[config.mk]
export PLATFORM = sky130hd
export DESIGN_NAME = fifo_flex_flat
export DESIGN_NICKNAME = d
export VERILOG_FILES = /design/src/rtl/fifo_flex_if.sv /design/src/rtl/fifo_flex.sv /design/src/flat_wrapper.sv
export SDC_FILE = /design/constraint.sdc
export NUM_CORES = 1
export LEC_CHECK = 0
export CORE_MARGIN = 10
export CORE_UTILIZATION = 40
export CTS_CLUSTER_DIAMETER = 80
export DETAILED_ROUTE_END_ITERATION = 8
export GPL_ROUTABILITY_DRIVEN = 0
export PLACE_DENSITY = 0.54
export SYNTH_ARGS = -nofsm -noshare
export SYNTH_HDL_FRONTEND = slang
export SYNTH_SLANG_ARGS = --single-unit
[constraint.sdc]
create_clock -name clk_i -period 3.2 [get_ports clk_i]
set_input_delay 0.96 -clock clk_i [delete_from_list [all_inputs] [get_ports clk_i]]
set_output_delay 0.96 -clock clk_i [all_outputs]
set_load 0.005 [all_outputs]
[src/rtl/fifo_flex_if.sv]
// -----------------------------------------------------------------------------
// fifo_flex_if
// Bundle of the request/response signals of the fifo_flex buffer.
//
// Handshake: a write (wrreq_i) or read (rdreq_i) request is sampled at the
// rising clock edge and is taken only when the FIFO can honour it
// (not full_o / not empty_o, and no flush_i in the same cycle). There is no
// per-request ready: full_o/empty_o are the ready indications, and a request
// made against them is dropped and reported by overflow_o/underflow_o.
//
// Modports:
//   master : producer/consumer side (drives requests, observes status)
//   slave  : the FIFO itself
// -----------------------------------------------------------------------------
interface fifo_flex_if #(
   parameter int DWIDTH = 32,
   parameter int AWIDTH = 4
);
   logic              flush_i;
   logic [DWIDTH-1:0] data_i;
   logic              wrreq_i;
   logic              rdreq_i;
   logic [DWIDTH-1:0] q_o;
   logic              empty_o;
   logic              full_o;
   logic [AWIDTH:0]   usedw_o;
   logic              almost_full_o;
   logic              almost_empty_o;
   logic              overflow_o;
   logic              underflow_o;

   modport master (
      output flush_i, data_i, wrreq_i, rdreq_i,
      input  q_o, empty_o, full_o, usedw_o, almost_full_o, almost_empty_o,
             overflow_o, underflow_o
   );

   modport slave (
      input  flush_i, data_i, wrreq_i, rdreq_i,
      output q_o, empty_o, full_o, usedw_o, almost_full_o, almost_empty_o,
             overflow_o, underflow_o
   );
endinterface

[src/rtl/fifo_flex.sv]
// -----------------------------------------------------------------------------
// fifo_flex
// Single-clock synchronous FIFO, DEPTH = 2**AWIDTH words of DWIDTH bits.
// SHOWAHEAD=1 : head word is presented on q_o while the FIFO is not empty;
//               rdreq_i acknowledges (pops) it.
// SHOWAHEAD=0 : a read loads the head word into q_o; REGISTER_OUTPUT=1 adds
//               one more register stage on q_o.
// Status flags and error pulses are all registered.
//
// Ports:
//   clk_i  : clock, rising edge
//   arst_i : asynchronous active-high reset
//   bus    : fifo_flex_if.slave (flush, write/read requests, data, status)
// -----------------------------------------------------------------------------
module fifo_flex #(
   parameter int DWIDTH             = 32,
   parameter int AWIDTH             = 4,
   parameter bit SHOWAHEAD          = 1'b1,
   parameter bit REGISTER_OUTPUT    = 1'b0,
   parameter int ALMOST_FULL_VALUE  = 12,
   parameter int ALMOST_EMPTY_VALUE = 4
) (
   input logic        clk_i,
   input logic        arst_i,
   fifo_flex_if.slave bus
);
   localparam int DEPTH = 1 << AWIDTH;
   localparam int CW    = AWIDTH + 1;

   localparam logic [AWIDTH:0] DEPTH_W = CW'(DEPTH);
   localparam logic [AWIDTH:0] AF_W    = CW'(ALMOST_FULL_VALUE);
   localparam logic [AWIDTH:0] AE_W    = CW'(ALMOST_EMPTY_VALUE);
   localparam logic            AE_RST  = (ALMOST_EMPTY_VALUE > 0);

   // Parameter sanity checks
   if (AWIDTH < 1) begin : g_chk_aw
      $error("fifo_flex: AWIDTH must be >= 1");
   end
   if (ALMOST_FULL_VALUE < 1 || ALMOST_FULL_VALUE > DEPTH) begin : g_chk_af
      $error("fifo_flex: ALMOST_FULL_VALUE must be in 1..DEPTH");
   end
   if (ALMOST_EMPTY_VALUE < 0 || ALMOST_EMPTY_VALUE > DEPTH) begin : g_chk_ae
      $error("fifo_flex: ALMOST_EMPTY_VALUE must be in 0..DEPTH");
   end

   logic [DWIDTH-1:0] mem [DEPTH];
   logic [AWIDTH-1:0] rd_ptr;
   logic [AWIDTH-1:0] wr_ptr;
   logic [AWIDTH:0]   usedw;
   logic [AWIDTH:0]   usedw_nxt;
   logic              empty;
   logic              full;
   logic              almost_full;
   logic              almost_empty;
   logic              overflow;
   logic              underflow;
   logic              wr_acc;
   logic              rd_acc;

   // Accept decisions use only registered flags, so a read at full frees no
   // space for a write in the same cycle (and vice versa at empty).
   assign wr_acc = bus.wrreq_i && !full  && !bus.flush_i;
   assign rd_acc = bus.rdreq_i && !empty && !bus.flush_i;

   always_comb begin
      usedw_nxt = usedw;
      if (bus.flush_i) begin
         usedw_nxt = '0;
      end else begin
         case ({wr_acc, rd_acc})
            2'b10:   usedw_nxt = usedw + 1'b1;
            2'b01:   usedw_nxt = usedw - 1'b1;
            default: usedw_nxt = usedw;
         endcase
      end
   end

   always_ff @(posedge clk_i or posedge arst_i) begin
      if (arst_i) begin
         rd_ptr       <= '0;
         wr_ptr       <= '0;
         usedw        <= '0;
         empty        <= 1'b1;
         full         <= 1'b0;
         almost_full  <= 1'b0;
         almost_empty <= AE_RST;
         overflow     <= 1'b0;
         underflow    <= 1'b0;
      end else begin
         if (bus.flush_i) begin
            rd_ptr <= '0;
            wr_ptr <= '0;
         end else begin
            if (wr_acc) wr_ptr <= wr_ptr + 1'b1;
            if (rd_acc) rd_ptr <= rd_ptr + 1'b1;
         end
         // Flags follow the next count so they change on the same edge.
         usedw        <= usedw_nxt;
         empty        <= (usedw_nxt == '0);
         full         <= (usedw_nxt == DEPTH_W);
         almost_full  <= (usedw_nxt >= AF_W);
         almost_empty <= (usedw_nxt < AE_W);
         overflow     <= bus.wrreq_i && full  && !bus.flush_i;
         underflow    <= bus.rdreq_i && empty && !bus.flush_i;
      end
   end

   // Storage is not reset.
   always_ff @(posedge clk_i) begin
      if (wr_acc) mem[wr_ptr] <= bus.data_i;
   end

   if (SHOWAHEAD) begin : g_showahead
      // Head word straight from memory; forced to 0 while empty so reset
      // shows a defined value.
      assign bus.q_o = empty ? '0 : mem[rd_ptr];
   end else begin : g_normal
      logic [DWIDTH-1:0] rdata;

      always_ff @(posedge clk_i or posedge arst_i) begin
         if (arst_i)      rdata <= '0;
         else if (rd_acc) rdata <= mem[rd_ptr];
      end

      if (REGISTER_OUTPUT) begin : g_oreg
         logic [DWIDTH-1:0] q_reg;
         always_ff @(posedge clk_i or posedge arst_i) begin
            if (arst_i) q_reg <= '0;
            else        q_reg <= rdata;
         end
         assign bus.q_o = q_reg;
      end else begin : g_noreg
         assign bus.q_o = rdata;
      end
   end

   assign bus.usedw_o        = usedw;
   assign bus.empty_o        = empty;
   assign bus.full_o         = full;
   assign bus.almost_full_o  = almost_full;
   assign bus.almost_empty_o = almost_empty;
   assign bus.overflow_o     = overflow;
   assign bus.underflow_o    = underflow;
endmodule

[src/flat_wrapper.sv]
// flat-port wrapper written by rule: the top's interface ports become plain ports
module fifo_flex_flat 
#(
   parameter int DWIDTH             = 32,
   parameter int AWIDTH             = 4,
   parameter bit SHOWAHEAD          = 1'b1,
   parameter bit REGISTER_OUTPUT    = 1'b0,
   parameter int ALMOST_FULL_VALUE  = 12,
   parameter int ALMOST_EMPTY_VALUE = 4
)
  (clk_i, arst_i, bus_flush_i, bus_data_i, bus_wrreq_i, bus_rdreq_i, bus_q_o, bus_empty_o, bus_full_o, bus_usedw_o, bus_almost_full_o, bus_almost_empty_o, bus_overflow_o, bus_underflow_o);
  fifo_flex_if #(.DWIDTH(DWIDTH), .AWIDTH(AWIDTH)) bus_i ();
  input logic clk_i;
  input logic arst_i;
  input wire logic [$bits(bus_i.flush_i)-1:0] bus_flush_i;
  input wire logic [$bits(bus_i.data_i)-1:0] bus_data_i;
  input wire logic [$bits(bus_i.wrreq_i)-1:0] bus_wrreq_i;
  input wire logic [$bits(bus_i.rdreq_i)-1:0] bus_rdreq_i;
  output wire logic [$bits(bus_i.q_o)-1:0] bus_q_o;
  output wire logic [$bits(bus_i.empty_o)-1:0] bus_empty_o;
  output wire logic [$bits(bus_i.full_o)-1:0] bus_full_o;
  output wire logic [$bits(bus_i.usedw_o)-1:0] bus_usedw_o;
  output wire logic [$bits(bus_i.almost_full_o)-1:0] bus_almost_full_o;
  output wire logic [$bits(bus_i.almost_empty_o)-1:0] bus_almost_empty_o;
  output wire logic [$bits(bus_i.overflow_o)-1:0] bus_overflow_o;
  output wire logic [$bits(bus_i.underflow_o)-1:0] bus_underflow_o;
  assign bus_i.flush_i = bus_flush_i;
  assign bus_i.data_i = bus_data_i;
  assign bus_i.wrreq_i = bus_wrreq_i;
  assign bus_i.rdreq_i = bus_rdreq_i;
  assign bus_q_o = bus_i.q_o;
  assign bus_empty_o = bus_i.empty_o;
  assign bus_full_o = bus_i.full_o;
  assign bus_usedw_o = bus_i.usedw_o;
  assign bus_almost_full_o = bus_i.almost_full_o;
  assign bus_almost_empty_o = bus_i.almost_empty_o;
  assign bus_overflow_o = bus_i.overflow_o;
  assign bus_underflow_o = bus_i.underflow_o;
  fifo_flex #(.DWIDTH(DWIDTH), .AWIDTH(AWIDTH), .SHOWAHEAD(SHOWAHEAD), .REGISTER_OUTPUT(REGISTER_OUTPUT), .ALMOST_FULL_VALUE(ALMOST_FULL_VALUE), .ALMOST_EMPTY_VALUE(ALMOST_EMPTY_VALUE)) u_core (.clk_i(clk_i), .arst_i(arst_i), .bus(bus_i));
endmodule
# == Word-level counts from Yosys, hierarchy flattened ==
# Memory sizes are Yosys's and may differ from the RTL's.
# Index checks and enable logic that the tools add are counted.
# word_totals
reg_bits,19
ramBits,512
input_bits,37
output_inout_bits,43
word_cells,42
n_memories,1
# op_classes
n_addsub,4
order_cmp,2
eq_ne,3
muxes,9
n_reduce_logical,14
# memory_table
memory,depth,word_bits,read_ports,rd_clocked_by_memory_dff,write_ports,line_no,text
u_core.mem,16,32,1,0,1,fifo_flex.sv:46,logic [DWIDTH-1:0] mem [DEPTH];
# ops
op,count
$mux W32,1
$mux W4,4
$pmux W5 S2,1
$add A4 B1 Y4 const B,2
$logic_and A1 B1 Y1,8
$add A5 B1 Y5 const B,1
$eq A5 B5 Y1 const B,1
$ge A5 B4 Y1 const B,1
$logic_not A5 Y1,1
$lt A5 B3 Y1 const B,1
$mux W5,1
$sub A5 B1 Y5 const B,1
$reduce_bool A2 Y1,2
$logic_not A1 Y1,3
$eq A2 B1 Y1 const B,1
$eq A2 B2 Y1 const B,1
$mux W1,2

# == Logic depth before layout (Yosys ltp) ==
# Gate-level depths: netlist of the first run.
# logic_depth
ltp_word,7
depth_mapped,10
mapped_depth_nobuf,10

# == Least setup slack after synthesis of the first run ==
# OpenSTA, ideal clock, no wires.
# synth_path
path_type,input -> register
start,input bus_flush_i
end,memory u_core.mem[1][0] (enable)
setup_ns,0.461
t_arrival_ns,3.732
required_time_ns,2.739
slack_ns,-0.993
path_stages,3
path_buffers,0
path_cell_list,nor3b_1 nand2_1 nor3_1
# synth_via
elab_chain_cells,4
# synth_lines
element,line_no,text
"start, declared",flat_wrapper.sv:15,input wire logic [$bits(bus_i.flush_i)-1:0] bus_flush_i;
$logic_not A1 Y1,fifo_flex.sv:62,assign wr_acc = bus.wrreq_i && !full && !bus.flush_i;
$logic_and A1 B1 Y1,fifo_flex.sv:62,
$mux W1,fifo_flex.sv:110,if (wr_acc) mem[wr_ptr] <= bus.data_i;
$mux W1 (not written as such),fifo_flex.sv:110,
"end, declared",fifo_flex.sv:46,
# Every way passes these cells.

# == Worst setup path after layout of the first run ==
# layout_path
start,register u_core.rd_ptr[0]
end,output bus_q_o[24]
# layout_via
elab_chain_cells,2
# layout_lines
element,line_no,text
"start, declared",fifo_flex.sv:47,logic [AWIDTH-1:0] rd_ptr;
"start signal, assigned",fifo_flex.sv:95,if (rd_acc) rd_ptr <= rd_ptr + 1'b1;
$mem_v2 Z16 W32,--,
$mux W32,fifo_flex.sv:116,assign bus.q_o = empty ? '0 : mem[rd_ptr];
"end, declared",flat_wrapper.sv:19,output wire logic [$bits(bus_i.q_o)-1:0] bus_q_o;
# Every way passes these cells.

==> metrics, run 1 <==
Synth Net Count=911; vias in the first global route=slightly above 10,000; Rel. slew slack=between 40% and 50%; hpwl dp=27.0 mm; fillcell total=3,984; Worst-Margin Slew=0.754 ns; startpoint types=flop; internal power=0.0117 W; clk root buf=clkbuf_16; dpl cell area=23,200 sq um; number of core rows=82; CP max FO=6; beginning of the critical path=u_core.rd_ptr[0]$_DFFE_PP0P_; fmax=about 260 MHz; Total GRT Usage=15.5%; WHS=0.606 ns; Worst-Skew Late Latency=0.59 ns; switching part of the total=around a fifth; mapped cell area=a little over 20,000 sq um; clock transition at the registers of the reported paths=approximately 0.06 ns; cts bufs inserted=56; Post-synth EDFFs=512; delay-heaviest family, CP=multiplexers; CTS tree=yes; GRT met3 Usage=2.87%; Starting Density=between 40% and 50%; post-synthesis sequential area ratio=77.4%; most frequent CP cell=buf_12; Seq pwr share=52.1%; mean post-synth cell area=approximately 24 sq um; Hold/Removal Path Class=flop to flop; part of the cycle the worst path needs=118%; fin area=25,300 sq um; routed vias=9,523; final routed DRC violation total=0; Final Non-Filler Cells=1,792; H-tree depth=2; RSZ-0062 raised after global routing=true; buffer and inverter count on the worst path=5; HP Start=u_core.bus.full_o$_DFF_PP0_; Worst Path Arrival=2.83 ns; Netlist cell types=36; Tmin final=3.79 ns; detailed-router iteration count before antenna repair=6; Synth Instances=between 800 and 900; P_leak=roughly 8 nW; largest net degree at the start of global routing=37; Area Overhead vs Synth=23.4%; busiest grt layer=met2; Post-Route WL=between 40 and 50 mm; Placed Instances=1,664; met1 Resource Use GR=20.9%; Yosys reg bits=531; Slowest-stage cell, CP=dfrtp_4; setup_tns=-16.11 ns; PortBufs=79; final setup vio count=32; Post-synth ARST share=3.58%; ANT cells=0; status=complete, but fails checks; ys flop type=edfxtp_1; Longest Clk Path Bufs=3; CTS Sinks=531; num ports=80; number of nets in the layout=between 1,000 and 1,500; first-pass GRT wire length=69.4 mm; final setup margin=-0.587 ns; vias per cell=5.31; Psw=a little over 0.003 W; pwr dens=586 nW/um^2; Seq. cell area=15,900 sq um; layout cells sized above 1=a little under two fifths; WP data required=2.24 ns; max cap viols=0; violated checks=setup timing; Starting DRT DRC Count=666; WS Path Type=flop to output port; worst reg2reg startpoint=u_core.bus.full_o$_DFF_PP0_; core footprint=approximately 50,000 sq um; final hold vios=0; GRT overflow=0; die height=246 um; clock skew=0.0189 ns; Wirelength per Cell=approximately 26 um; initial antenna violation count=2; pre-CTS WS=-0.335 ns; Pins Over Slew Limit=0; Clock Power Share=40.0%; Gate power share=7.9%; Post-DRT Antenna Nets=0; max incr delay on CP=roughly 0.5 ns; DIE AREA=60,700 sq um; CP Capture Type=output port; synth warn=0; Die W=246 um; Peak VDD IR=0.402 mV; area of the multi-input gates=4620 sq um; met2 usage=25.8%; cells along the critical path=buf_8 -> buf_12 -> buf_12 -> buf_12 -> mux4_2 -> mux4_2 -> nor2b_4 -> buf_2
cell usage in the layout, fill, tap and decap left out, types with 3 or more instances in the layout:
cell type / Yosys / final
nand2b_1: 4 / 4
nor2b_4: 0 / 12
nor2b_1: 35 / 22
edfxtp_1: 512 / 512
and3_1: 3 / 3
buf_4: 9 / 47
buf_8: 0 / 6
mux2i_1: 3 / 3
clkbuf_16: 0 / 56
buf_16: 0 / 3
a21o_1: 3 / 3
xor2_1: 8 / 8
mux4_2: 160 / 160
nand2_1: 9 / 9
clkinv_1: 0 / 23
ha_1: 8 / 8
clkinv_2: 0 / 10
inv_1: 5 / 5
nor2_4: 0 / 12
buf_6: 2 / 17
nor2_1: 25 / 13
dfrtp_1: 17 / 13
clkbuf_1: 18 / 11
buf_12: 0 / 45
buf_2: 5 / 29
clkdlybuf4s50_1: 0 / 47
nor3_4: 0 / 4
metrics by stage:
stage               utilization (%)  power (W)
floorplan                         -    0.00841
global placement               46.1    0.00892
detailed placement             46.1    0.00893
CTS                            49.9     0.0150
global route                   50.2     0.0153
finish                         50.2     0.0148
synth_stat cells (4+ instances only):
master / number / area, sq um
edfxtp_1: 512 / 15400
mux4_2: 160 / 3600
nor2b_1: 35 / 219
nor2_1: 25 / 93.8
clkbuf_1: 18 / 67.6
dfrtp_1: 17 / 425
buf_1: 11 / 41.3
buf_4: 9 / 67.6
nand2_1: 9 / 33.8
ha_1: 8 / 100
xor2_1: 8 / 70.1
buf_2: 5 / 25.0
inv_1: 5 / 18.8
nor3_1: 5 / 25.0
nand2b_1: 4 / 25.0
flip-flops by register name, indices dropped and copies added, names as in the netlist:
| register | cells |
|---|---|
| u_core.bus.overflow_o | 1 |
| u_core.bus.empty_o | 1 |
| u_core.bus.almost_empty_o | 1 |
| u_core.bus.underflow_o | 1 |
| u_core.rd_ptr | 4 |
| u_core.bus.usedw_o | 5 |
| u_core.mem | 512 |
| u_core.wr_ptr | 4 |
| u_core.bus.full_o | 1 |
| u_core.bus.almost_full_o | 1 |
per-layer routing:
layer  up-vias  wire length [um]
li1       4093                 -
met1      5178             20400
met2       193             23100
met3        55              2050
met4         4               678
met5         -                27
worst register-to-register path, delay by kind of cell, from the launching register on:
family                   cells  cell delay, ns
buffers and inverters        2            0.22
AND/OR/NAND/NOR              2            0.31
adder cells (fa/ha/maj)      2            0.43
flip-flops                   1            0.42
multiplexers                 1            0.24
XOR/XNOR                     2            0.41
AO/OA/AOI/OAI                2            0.33
cells by family after synthesis:
group	share of synthesized area [%]
and+or+nand+nor	2.39
muxes	17.7
buffers and inverters	1.18
DFF	77.4
xor gates and xnor gates	0.428
AOI/OAI and AO/OA	0.385
adders and majority gates	0.489
power groups by stage:
stage          logic, W  registers (W)  clock network, W
2_1_floorplan  0.000559        0.00785                 0
3_3_place_gp    0.00106        0.00786                 0
3_5_place_dp    0.00106        0.00786                 0
4_1_cts         0.00117        0.00772           0.00609
5_1_grt         0.00127        0.00772           0.00636
6_report        0.00117        0.00772           0.00591
final cells by class:
type / count / share of cell area, %
clock inverter: 37 / 0.876
tap: 672 / 3.33
inverter: 5 / 0.0743
timing repair buffer: 195 / 8.97
sequential: 531 / 62.8
multi-input combinational: 285 / 18.3
clock buffer: 67 / 5.71
timing repair:
action	in CTS	in global routing
hold endpoints to repair	0	0
cloned	4	0
gates resized for setup	177	17
hold buffers	0	0
setup endpoints to repair	32	32
buffers inserted	16	6
path summary, 6_finish.rpt:
path                                                      end  slack, ns  depth (start not counted)
hold reg to reg               u_core.bus.overflow_o$_DFF_PP0_       0.61                          1
max in group asynchronous        u_core.rd_ptr[0]$_DFFE_PP0P_       1.84                          2
setup / recovery                                  bus_q_o[24]      -0.59                          8
min in group asynchronous        u_core.rd_ptr[2]$_DFFE_PP0P_       0.80                          2
hold / removal                u_core.bus.overflow_o$_DFF_PP0_       0.61                          1
setup reg to reg           u_core.bus.almost_full_o$_DFF_PP0_       0.73                         11
Power figures use the tool's default switching activity.
==> run 2, diff against run 1 <==
--- a/config.mk
+++ b/config.mk
@@ -10,6 +10,7 @@
 export CTS_CLUSTER_DIAMETER = 80
 export DETAILED_ROUTE_END_ITERATION = 8
 export GPL_ROUTABILITY_DRIVEN = 0
+export HOLD_SLACK_MARGIN = 0.03
 export PLACE_DENSITY = 0.54
 export SYNTH_ARGS = -nofsm -noshare
 export SYNTH_HDL_FRONTEND = slang
==> results of run 2 <==
No change in the layout: final DEF, timing and power equal those of run 1.
